[src/rtl/scr1_dmem_arb_pkg.sv]
// Shared types for the two-master DMEM arbiter: memory-protocol enums,
// bus widths and the arbiter FSM / master-select encodings.
package scr1_dmem_arb_pkg;

    localparam int unsigned SCR1_DMEM_AWIDTH = 32;
    localparam int unsigned SCR1_DMEM_DWIDTH = 32;

    typedef enum logic {
        SCR1_MEM_CMD_RD = 1'b0,
        SCR1_MEM_CMD_WR = 1'b1
    } type_scr1_mem_cmd_e;

    typedef enum logic [1:0] {
        SCR1_MEM_WIDTH_BYTE  = 2'b00,
        SCR1_MEM_WIDTH_HWORD = 2'b01,
        SCR1_MEM_WIDTH_WORD  = 2'b10
    } type_scr1_mem_width_e;

    typedef enum logic [1:0] {
        SCR1_MEM_RESP_NOTRDY = 2'b00,
        SCR1_MEM_RESP_RDY_OK = 2'b01,
        SCR1_MEM_RESP_RDY_ER = 2'b10
    } type_scr1_mem_resp_e;

    typedef enum logic {
        IDLE = 1'b0,
        DATA = 1'b1
    } type_scr1_dmem_arb_fsm_e;

    typedef enum logic {
        M0 = 1'b0,
        M1 = 1'b1
    } type_scr1_dmem_arb_sel_e;

endpackage

[src/rtl/scr1_dmem_arbiter_if.sv]
// One DMEM-protocol port: request/command phase plus the response/read-data phase.
interface scr1_dmem_arbiter_if;
    import scr1_dmem_arb_pkg::*;

    logic                          req;
    type_scr1_mem_cmd_e            cmd;
    type_scr1_mem_width_e          width;
    logic [SCR1_DMEM_AWIDTH-1:0]   addr;
    logic [SCR1_DMEM_DWIDTH-1:0]   wdata;
    logic                          req_ack;
    logic [SCR1_DMEM_DWIDTH-1:0]   rdata;
    type_scr1_mem_resp_e           resp;

    modport master (
        output req, cmd, width, addr, wdata,
        input  req_ack, rdata, resp
    );

    modport slave (
        input  req, cmd, width, addr, wdata,
        output req_ack, rdata, resp
    );

endinterface

[src/rtl/scr1_dmem_arb_sel.sv]
// Winner selection for the DMEM arbiter: round-robin or fixed priority with an
// m0 burst limit that guarantees m1 a grant after MAX_BURST back-to-back m0 wins.
module scr1_dmem_arb_sel
    import scr1_dmem_arb_pkg::*;
#(
    parameter int unsigned SCR1_ARB_RR        = 1,
    parameter int unsigned SCR1_ARB_MAX_BURST = 4
) (
    input  logic                    clk,
    input  logic                    rst_n,
    input  logic                    m0_req_i,
    input  logic                    m1_req_i,
    input  logic                    transfer_i,
    output type_scr1_dmem_arb_sel_e winner_o
);

    localparam logic [3:0] MAX_BURST = 4'(SCR1_ARB_MAX_BURST);

    type_scr1_dmem_arb_sel_e last_q, last_d;
    logic [3:0]              burst_cnt_q, burst_cnt_d;

    always_comb begin
        winner_o = M0;
        unique case ({m1_req_i, m0_req_i})
            2'b01:   winner_o = M0;
            2'b10:   winner_o = M1;
            2'b11: begin
                if (SCR1_ARB_RR != 0) winner_o = (last_q == M0) ? M1 : M0;
                else                  winner_o = (burst_cnt_q == MAX_BURST) ? M1 : M0;
            end
            default: winner_o = M0;
        endcase
    end

    // History only advances on an actual transfer, never on a mere request.
    always_comb begin
        last_d      = last_q;
        burst_cnt_d = burst_cnt_q;
        if (transfer_i) begin
            last_d = winner_o;
            if (SCR1_ARB_RR == 0) begin
                if ((winner_o == M0) && m1_req_i)
                    burst_cnt_d = (burst_cnt_q == MAX_BURST) ? MAX_BURST : burst_cnt_q + 4'd1;
                else
                    burst_cnt_d = 4'd0;
            end
        end
    end

    always_ff @(posedge clk or negedge rst_n) begin
        if (!rst_n) begin
            last_q      <= M1;
            burst_cnt_q <= 4'd0;
        end else begin
            last_q      <= last_d;
            burst_cnt_q <= burst_cnt_d;
        end
    end

endmodule

[src/rtl/scr1_dmem_arbiter.sv]
// Two-master arbiter in front of the DMEM router: one outstanding transfer,
// back-to-back accepts when the current data phase completes with RDY_OK.
module scr1_dmem_arbiter
    import scr1_dmem_arb_pkg::*;
#(
    parameter int unsigned SCR1_ARB_RR        = 1,
    parameter int unsigned SCR1_ARB_MAX_BURST = 4
) (
    input  logic                 clk,
    input  logic                 rst_n,
    scr1_dmem_arbiter_if.slave   m0_if,
    scr1_dmem_arbiter_if.slave   m1_if,
    scr1_dmem_arbiter_if.master  slv_if
);

    type_scr1_dmem_arb_fsm_e fsm_q, fsm_d;
    type_scr1_dmem_arb_sel_e owner_q, owner_d;
    type_scr1_dmem_arb_sel_e winner;
    logic                    window;
    logic                    transfer;

    scr1_dmem_arb_sel #(
        .SCR1_ARB_RR        (SCR1_ARB_RR),
        .SCR1_ARB_MAX_BURST (SCR1_ARB_MAX_BURST)
    ) i_sel (
        .clk        (clk),
        .rst_n      (rst_n),
        .m0_req_i   (m0_if.req),
        .m1_req_i   (m1_if.req),
        .transfer_i (transfer),
        .winner_o   (winner)
    );

    // Gating with rst_n keeps slv_req and req_ack quiet while reset is held.
    assign window   = rst_n & ((fsm_q == IDLE) |
                               ((fsm_q == DATA) & (slv_if.resp == SCR1_MEM_RESP_RDY_OK)));
    assign transfer = slv_if.req & slv_if.req_ack;

    always_comb begin
        slv_if.req    = 1'b0;
        slv_if.cmd    = m0_if.cmd;
        slv_if.width  = m0_if.width;
        slv_if.addr   = m0_if.addr;
        slv_if.wdata  = m0_if.wdata;
        m0_if.req_ack = 1'b0;
        m1_if.req_ack = 1'b0;
        if (winner == M1) begin
            slv_if.cmd   = m1_if.cmd;
            slv_if.width = m1_if.width;
            slv_if.addr  = m1_if.addr;
            slv_if.wdata = m1_if.wdata;
        end
        if (window) begin
            if (winner == M1) begin
                slv_if.req    = m1_if.req;
                m1_if.req_ack = slv_if.req_ack & m1_if.req;
            end else begin
                slv_if.req    = m0_if.req;
                m0_if.req_ack = slv_if.req_ack & m0_if.req;
            end
        end
    end

    // Responses are a zero-latency pass-through steered to the data-phase owner.
    always_comb begin
        m0_if.rdata = slv_if.rdata;
        m1_if.rdata = slv_if.rdata;
        m0_if.resp  = ((fsm_q == DATA) && (owner_q == M0)) ? slv_if.resp : SCR1_MEM_RESP_NOTRDY;
        m1_if.resp  = ((fsm_q == DATA) && (owner_q == M1)) ? slv_if.resp : SCR1_MEM_RESP_NOTRDY;
    end

    always_comb begin
        fsm_d   = fsm_q;
        owner_d = owner_q;
        if (transfer) begin
            fsm_d   = DATA;
            owner_d = winner;
        end else if ((fsm_q == DATA) && (slv_if.resp != SCR1_MEM_RESP_NOTRDY)) begin
            fsm_d = IDLE;
        end
    end

    always_ff @(posedge clk or negedge rst_n) begin
        if (!rst_n) begin
            fsm_q   <= IDLE;
            owner_q <= M0;
        end else begin
            fsm_q   <= fsm_d;
            owner_q <= owner_d;
        end
    end

`ifdef SCR1_TRGT_SIMULATION
    a_ack_exclusive: assert property (@(posedge clk) disable iff (!rst_n)
        !(m0_if.req_ack && m1_if.req_ack));
    a_resp_m0_owner: assert property (@(posedge clk) disable iff (!rst_n)
        (m0_if.resp == SCR1_MEM_RESP_NOTRDY) || ((fsm_q == DATA) && (owner_q == M0)));
    a_resp_m1_owner: assert property (@(posedge clk) disable iff (!rst_n)
        (m1_if.resp == SCR1_MEM_RESP_NOTRDY) || ((fsm_q == DATA) && (owner_q == M1)));
`endif

endmodule
[src/flat_wrapper.sv]
// flat-port wrapper written by rule: the top's interface ports become plain ports
module scr1_dmem_arbiter_flat import scr1_dmem_arb_pkg::*;
#(
    parameter int unsigned SCR1_ARB_RR        = 1,
    parameter int unsigned SCR1_ARB_MAX_BURST = 4
)
  (clk, rst_n, m0_if_req, m0_if_cmd, m0_if_width, m0_if_addr, m0_if_wdata, m0_if_req_ack, m0_if_rdata, m0_if_resp, m1_if_req, m1_if_cmd, m1_if_width, m1_if_addr, m1_if_wdata, m1_if_req_ack, m1_if_rdata, m1_if_resp, slv_if_req, slv_if_cmd, slv_if_width, slv_if_addr, slv_if_wdata, slv_if_req_ack, slv_if_rdata, slv_if_resp);
  scr1_dmem_arbiter_if m0_if_i ();
  scr1_dmem_arbiter_if m1_if_i ();
  scr1_dmem_arbiter_if slv_if_i ();
  input  logic clk;
  input  logic rst_n;
  input wire logic [$bits(m0_if_i.req)-1:0] m0_if_req;
  input wire logic [$bits(m0_if_i.cmd)-1:0] m0_if_cmd;
  input wire logic [$bits(m0_if_i.width)-1:0] m0_if_width;
  input wire logic [$bits(m0_if_i.addr)-1:0] m0_if_addr;
  input wire logic [$bits(m0_if_i.wdata)-1:0] m0_if_wdata;
  output wire logic [$bits(m0_if_i.req_ack)-1:0] m0_if_req_ack;
  output wire logic [$bits(m0_if_i.rdata)-1:0] m0_if_rdata;
  output wire logic [$bits(m0_if_i.resp)-1:0] m0_if_resp;
  input wire logic [$bits(m1_if_i.req)-1:0] m1_if_req;
  input wire logic [$bits(m1_if_i.cmd)-1:0] m1_if_cmd;
  input wire logic [$bits(m1_if_i.width)-1:0] m1_if_width;
  input wire logic [$bits(m1_if_i.addr)-1:0] m1_if_addr;
  input wire logic [$bits(m1_if_i.wdata)-1:0] m1_if_wdata;
  output wire logic [$bits(m1_if_i.req_ack)-1:0] m1_if_req_ack;
  output wire logic [$bits(m1_if_i.rdata)-1:0] m1_if_rdata;
  output wire logic [$bits(m1_if_i.resp)-1:0] m1_if_resp;
  output wire logic [$bits(slv_if_i.req)-1:0] slv_if_req;
  output wire logic [$bits(slv_if_i.cmd)-1:0] slv_if_cmd;
  output wire logic [$bits(slv_if_i.width)-1:0] slv_if_width;
  output wire logic [$bits(slv_if_i.addr)-1:0] slv_if_addr;
  output wire logic [$bits(slv_if_i.wdata)-1:0] slv_if_wdata;
  input wire logic [$bits(slv_if_i.req_ack)-1:0] slv_if_req_ack;
  input wire logic [$bits(slv_if_i.rdata)-1:0] slv_if_rdata;
  input wire logic [$bits(slv_if_i.resp)-1:0] slv_if_resp;
  assign m0_if_i.req = m0_if_req;
  assign m0_if_i.cmd = m0_if_cmd;
  assign m0_if_i.width = m0_if_width;
  assign m0_if_i.addr = m0_if_addr;
  assign m0_if_i.wdata = m0_if_wdata;
  assign m0_if_req_ack = m0_if_i.req_ack;
  assign m0_if_rdata = m0_if_i.rdata;
  assign m0_if_resp = m0_if_i.resp;
  assign m1_if_i.req = m1_if_req;
  assign m1_if_i.cmd = m1_if_cmd;
  assign m1_if_i.width = m1_if_width;
  assign m1_if_i.addr = m1_if_addr;
  assign m1_if_i.wdata = m1_if_wdata;
  assign m1_if_req_ack = m1_if_i.req_ack;
  assign m1_if_rdata = m1_if_i.rdata;
  assign m1_if_resp = m1_if_i.resp;
  assign slv_if_req = slv_if_i.req;
  assign slv_if_cmd = slv_if_i.cmd;
  assign slv_if_width = slv_if_i.width;
  assign slv_if_addr = slv_if_i.addr;
  assign slv_if_wdata = slv_if_i.wdata;
  assign slv_if_i.req_ack = slv_if_req_ack;
  assign slv_if_i.rdata = slv_if_rdata;
  assign slv_if_i.resp = slv_if_resp;
  scr1_dmem_arbiter #(.SCR1_ARB_RR(SCR1_ARB_RR), .SCR1_ARB_MAX_BURST(SCR1_ARB_MAX_BURST)) u_core (.clk(clk), .rst_n(rst_n), .m0_if(m0_if_i), .m1_if(m1_if_i), .slv_if(slv_if_i));
endmodule
[config.mk]
export PLATFORM = sky130hd
export DESIGN_NAME = scr1_dmem_arbiter_flat
export DESIGN_NICKNAME = d
export VERILOG_FILES = /design/src/rtl/scr1_dmem_arb_pkg.sv /design/src/rtl/scr1_dmem_arbiter_if.sv /design/src/rtl/scr1_dmem_arb_sel.sv /design/src/rtl/scr1_dmem_arbiter.sv /design/src/flat_wrapper.sv
export SDC_FILE = /design/constraint.sdc
export NUM_CORES = 1
export LEC_CHECK = 0
export CORE_AREA = 2 2 121 123
export CTS_BUF_LIST = sky130_fd_sc_hd__clkbuf_16
export DETAILED_ROUTE_END_ITERATION = 16
export DIE_AREA = 0 0 123 125
export GPL_TIMING_DRIVEN = 1
export HOLD_SLACK_MARGIN = 0.02
export PLACE_DENSITY = 0.5
export RECOVER_POWER = 25
export REMOVE_ABC_BUFFERS = 1
export SYNTH_ARGS = -nofsm -noshare
export SYNTH_HDL_FRONTEND = slang
export SYNTH_SLANG_ARGS = --single-unit
[constraint.sdc]
create_clock -name clk -period 3.6 [get_ports clk]
set_input_delay 0.72 -clock clk [delete_from_list [all_inputs] [get_ports clk]]
set_output_delay 0.72 -clock clk [all_outputs]
set_load 0.03 [all_outputs]
==> impl.org <==
** Run status
- The run finished with clean final reports.

** Yosys
- The share of synthesized area in the top cell type comes to 0.436.
- Netlist area before placement :: between 0.0015 and 0.002 mm^2
- Most numerous cell types in the synthesized netlist :: buf_4, mux2_2, mux2_4, buf_2, and3_1
- Dominant cell type by area after synthesis :: mux2_2
- Async set or reset register ratio after synthesis :: 1.00
- After technology mapping, the gate count stands at 165.
- Ranking of synthesized cells by area :: mux2_2, buf_4, mux2_4, dfrtp_1, dfstp_2
- Dividing the synthesized area by the synthesized cell count gives 9.24 um^2.
- After synthesis the netlist holds a flip-flop and latch count of 3.
- Yosys instantiated no cell more often than buf_4.
- Post-synthesis sequential area ratio :: 0.0501
- Top FF cell, synth :: dfrtp_1
- During synthesis, Yosys emitted a total of 0 warnings.
- Count of cell types in the netlist :: 23
- The synthesized design contains 0 enable-type register cells.

** Global routing
- The number of global-route vias before repair came to between 1500 and 2000.
- The total overflow left after global routing is 0.
- The first global-routing pass estimated 13000 um of wire.
- For this run, the total global-route usage over all layers was measured as 0.117.
- The initial antenna violation count is 0.
- Pin count of the biggest net entering global routing :: 36

** Finish
- After routing the design area is 0.00348 mm^2.
- Antenna Cells :: 0
- Total area of multi-input combinational cells :: 917 um^2
- Of the cells placed in the final design, the portion with a size suffix greater than 1 is 0.289.
- After filler insertion, the fill cell instance count of the layout stands at 1548.
- In the final layout, flip-flops and latches occupy between 70 and 80 um^2.
- After the last flow step, the layout net total stands at 489.
- Area growth syn-to-layout :: 129%
- Final Non-Filler Cells :: 499

** Placement
- DP Wirelength :: 8250 um
- Once placement completed, the tool counted placed cells totaling 495.
- Port-buffer cells :: 214
- Summing all placed instances gives a cell area of about 0.0034 mm^2.
- Global placement routability congestion :: about 0.81

** Timing
- Setup violations remaining at the end of the flow were counted as 0.
- Clock skew on the completed layout was measured at 0.000424 ns.
- Hold Fails Final Rpt :: 0
- The number of max-slew violations in the final report was 0.
- Post-route fraction of the period consumed by the critical path :: 0.960
- After routing, the total negative slack on setup checks comes to 0 ns.
- Worst slew pin tran :: 0.367 ns
- Max Clk Rate :: 289 MHz
- Unrepaired setup endpoints after global routing :: false
- For the finished layout, the period the worst path requires is 3.46 ns.
- Final hold slack :: 0.509 ns
- Slew headroom :: 0.754

** Die
- For this configuration, the core starts out at a cell density of 0.107.
- Die Footprint :: 0.0154 mm^2
- Measured along the x axis, the die boundary spans 123 um.
- Die extent in y :: 125 um
- Io pins :: 311
- Row cnt :: 44
- Core outline area :: approximately 0.014 mm^2

** Critical path
- Worst Path Class, Setup :: in -> out
- In this run the register-to-register setup slack is 2.43 ns.
- For the worst setup path, the data arrival time is approximately 2.7 ns.
- The endpoint identified for the worst register-to-register timing path is u_core.owner_q.
- RR Startpoint :: u_core.i_sel.last_q
- In this run the worst setup path terminates at slv_if_wdata[12].
- The most critical setup path has its startpoint at m0_if_req.
- Data on the critical path is required at its endpoint by 2.88 ns.
- Measured in cells, the most critical reg-to-reg path has a length of 4.
- Crit end category :: primary output
- The worst setup path is launched from a primary input.
- In this run the worst path has a maximum fanout of 35.

** Hold path
- The path class of the tightest hold or removal check is reg -> reg.
- Min-delay src :: u_core.i_sel.last_q

** Detailed routing
- For this block, the routed nets add up to between 9000 and 10000 um of wire.
- Average wire length per cell after detail routing :: around 19 um
- Remaining design rule violation count :: 0
- DRT antenna net count :: 0
- The pre-antenna-repair detailed-routing pass consisted of 4 iterations.
- Total vias in the final route :: 1836
- Starting DRT DRC Count :: 27
- Number of vias per cell after detailed routing :: 3.68

** Clock tree
- After clock tree synthesis, the setup repair step added 0 buffers.
- CTS H-Tree Depth :: 1
- Buffers from clock root to sink, at most :: 2
- The root buffer cell chosen for the clock tree is clkbuf_16.
- Once the clock tree was built, the resizer swapped 0 gates to a different size.
- The clock net in this run drives a total of 3 sinks.
- In this run, post-CTS hold repair placed 0 buffers.
- TritonCTS built the clock tree.
- Number of buffers added by the clock tree synthesis step :: 3
- Register clock-pin slew on the reported worst setup and hold paths :: 0.03 ns
- Worst-Skew Late Latency :: ~0.23 ns

** Pwr
- The design draws 922 uW.
- Power density over cell area :: 265 mW/mm^2
- Maximum vdd drop :: approximately 0.12 mV
- The analysis attributes to cell leakage a power of 1.34 nW.

** Run
- Across the run, the number of max-cap violations was 0.
placed cells by master, fill, tap and decap left out:
cell type	count
a211oi_1	1
a21o_1	2
a21oi_1	2
and2_1	1
and3_1	4
buf_12	4
buf_4	15
clkbuf_1	1
clkbuf_16	3
clkdlybuf4s50_1	197
dfrtp_1	2
dfstp_2	1
dlygate4sd3_1	1
inv_1	2
mux2_2	59
mux2_4	8
nand2_1	2
nand2_4	1
nand2b_1	1
nand3_1	1
nor2_1	3
nor3b_1	1
o21ai_0	1
o22a_1	1
o22ai_1	1
critical path, cell delays in order:
cell and delay [ns]:
clkdlybuf4s50_1 0.52, nand2_1 0.13, nand2_4 0.13, buf_12 0.23, mux2_2 0.37, clkdlybuf4s50_1 0.61
cells by family after synthesis:
| logic type | share of synthesized area |
|---|---|
| AOI/OAI and AO/OA | 0.0345 |
| DFF | 0.0501 |
| and+or+nand+nor | 0.0493 |
| muxes | 0.515 |
| buffers and inverters | 0.351 |
per-stage QoR:
step            util  setup slack, ns
6_report       0.245            0.142
5_1_grt        0.245           0.0648
4_1_cts        0.246            0.128
3_5_place_dp   0.240            0.141
3_3_place_gp   0.240            0.174
2_1_floorplan      -            0.696
layout make-up:
class / count / share of cell area
tap: 184 / 0.0661
sequential: 3 / 0.0219
inverter: 1 / 0.00108
multi-input combinational: 89 / 0.263
clock buffer: 3 / 0.0215
timing repair buffer: 218 / 0.625
clock inverter: 1 / 0.00108
metal layers:
| layer | part of all wire | global-route usage | vias to the layer above |
|---|---|---|---|
| li1 | - | - | 805 |
| met2 | 0.42 | 0.160 | 187 |
| met4 | 0.0072 | 0.0214 | 4 |
| met5 | 0.014 | 0.0757 | - |
| met3 | 0.16 | 0.0871 | 9 |
| met1 | 0.40 | 0.141 | 831 |
worst min-delay path by stage:
stage / endpoint / slack [ns] / cells after the start
2_1_floorplan: u_core.fsm_q / 0.42 / 0
3_3_place_gp: u_core.i_sel.last_q / 0.51 / 1
3_5_place_dp: u_core.i_sel.last_q / 0.51 / 1
4_1_cts: u_core.i_sel.last_q / 0.51 / 1
5_1_grt: u_core.i_sel.last_q / 0.52 / 1
6_report: u_core.i_sel.last_q / 0.51 / 1
state kept, by name, summed over array words and instances, names as in the netlist:
name                 cells
u_core.fsm_q             1
u_core.i_sel.last_q      1
u_core.owner_q           1
power by group:
part | internal (mW) | switching [mW] | leakage, nW
clock network | 0.143 | 0.0314 | 0.0423
logic | 0.384 | 0.315 | 1.27
registers | 0.0430 | 0.00464 | 0.0360
Power figures use the tool's default switching activity.
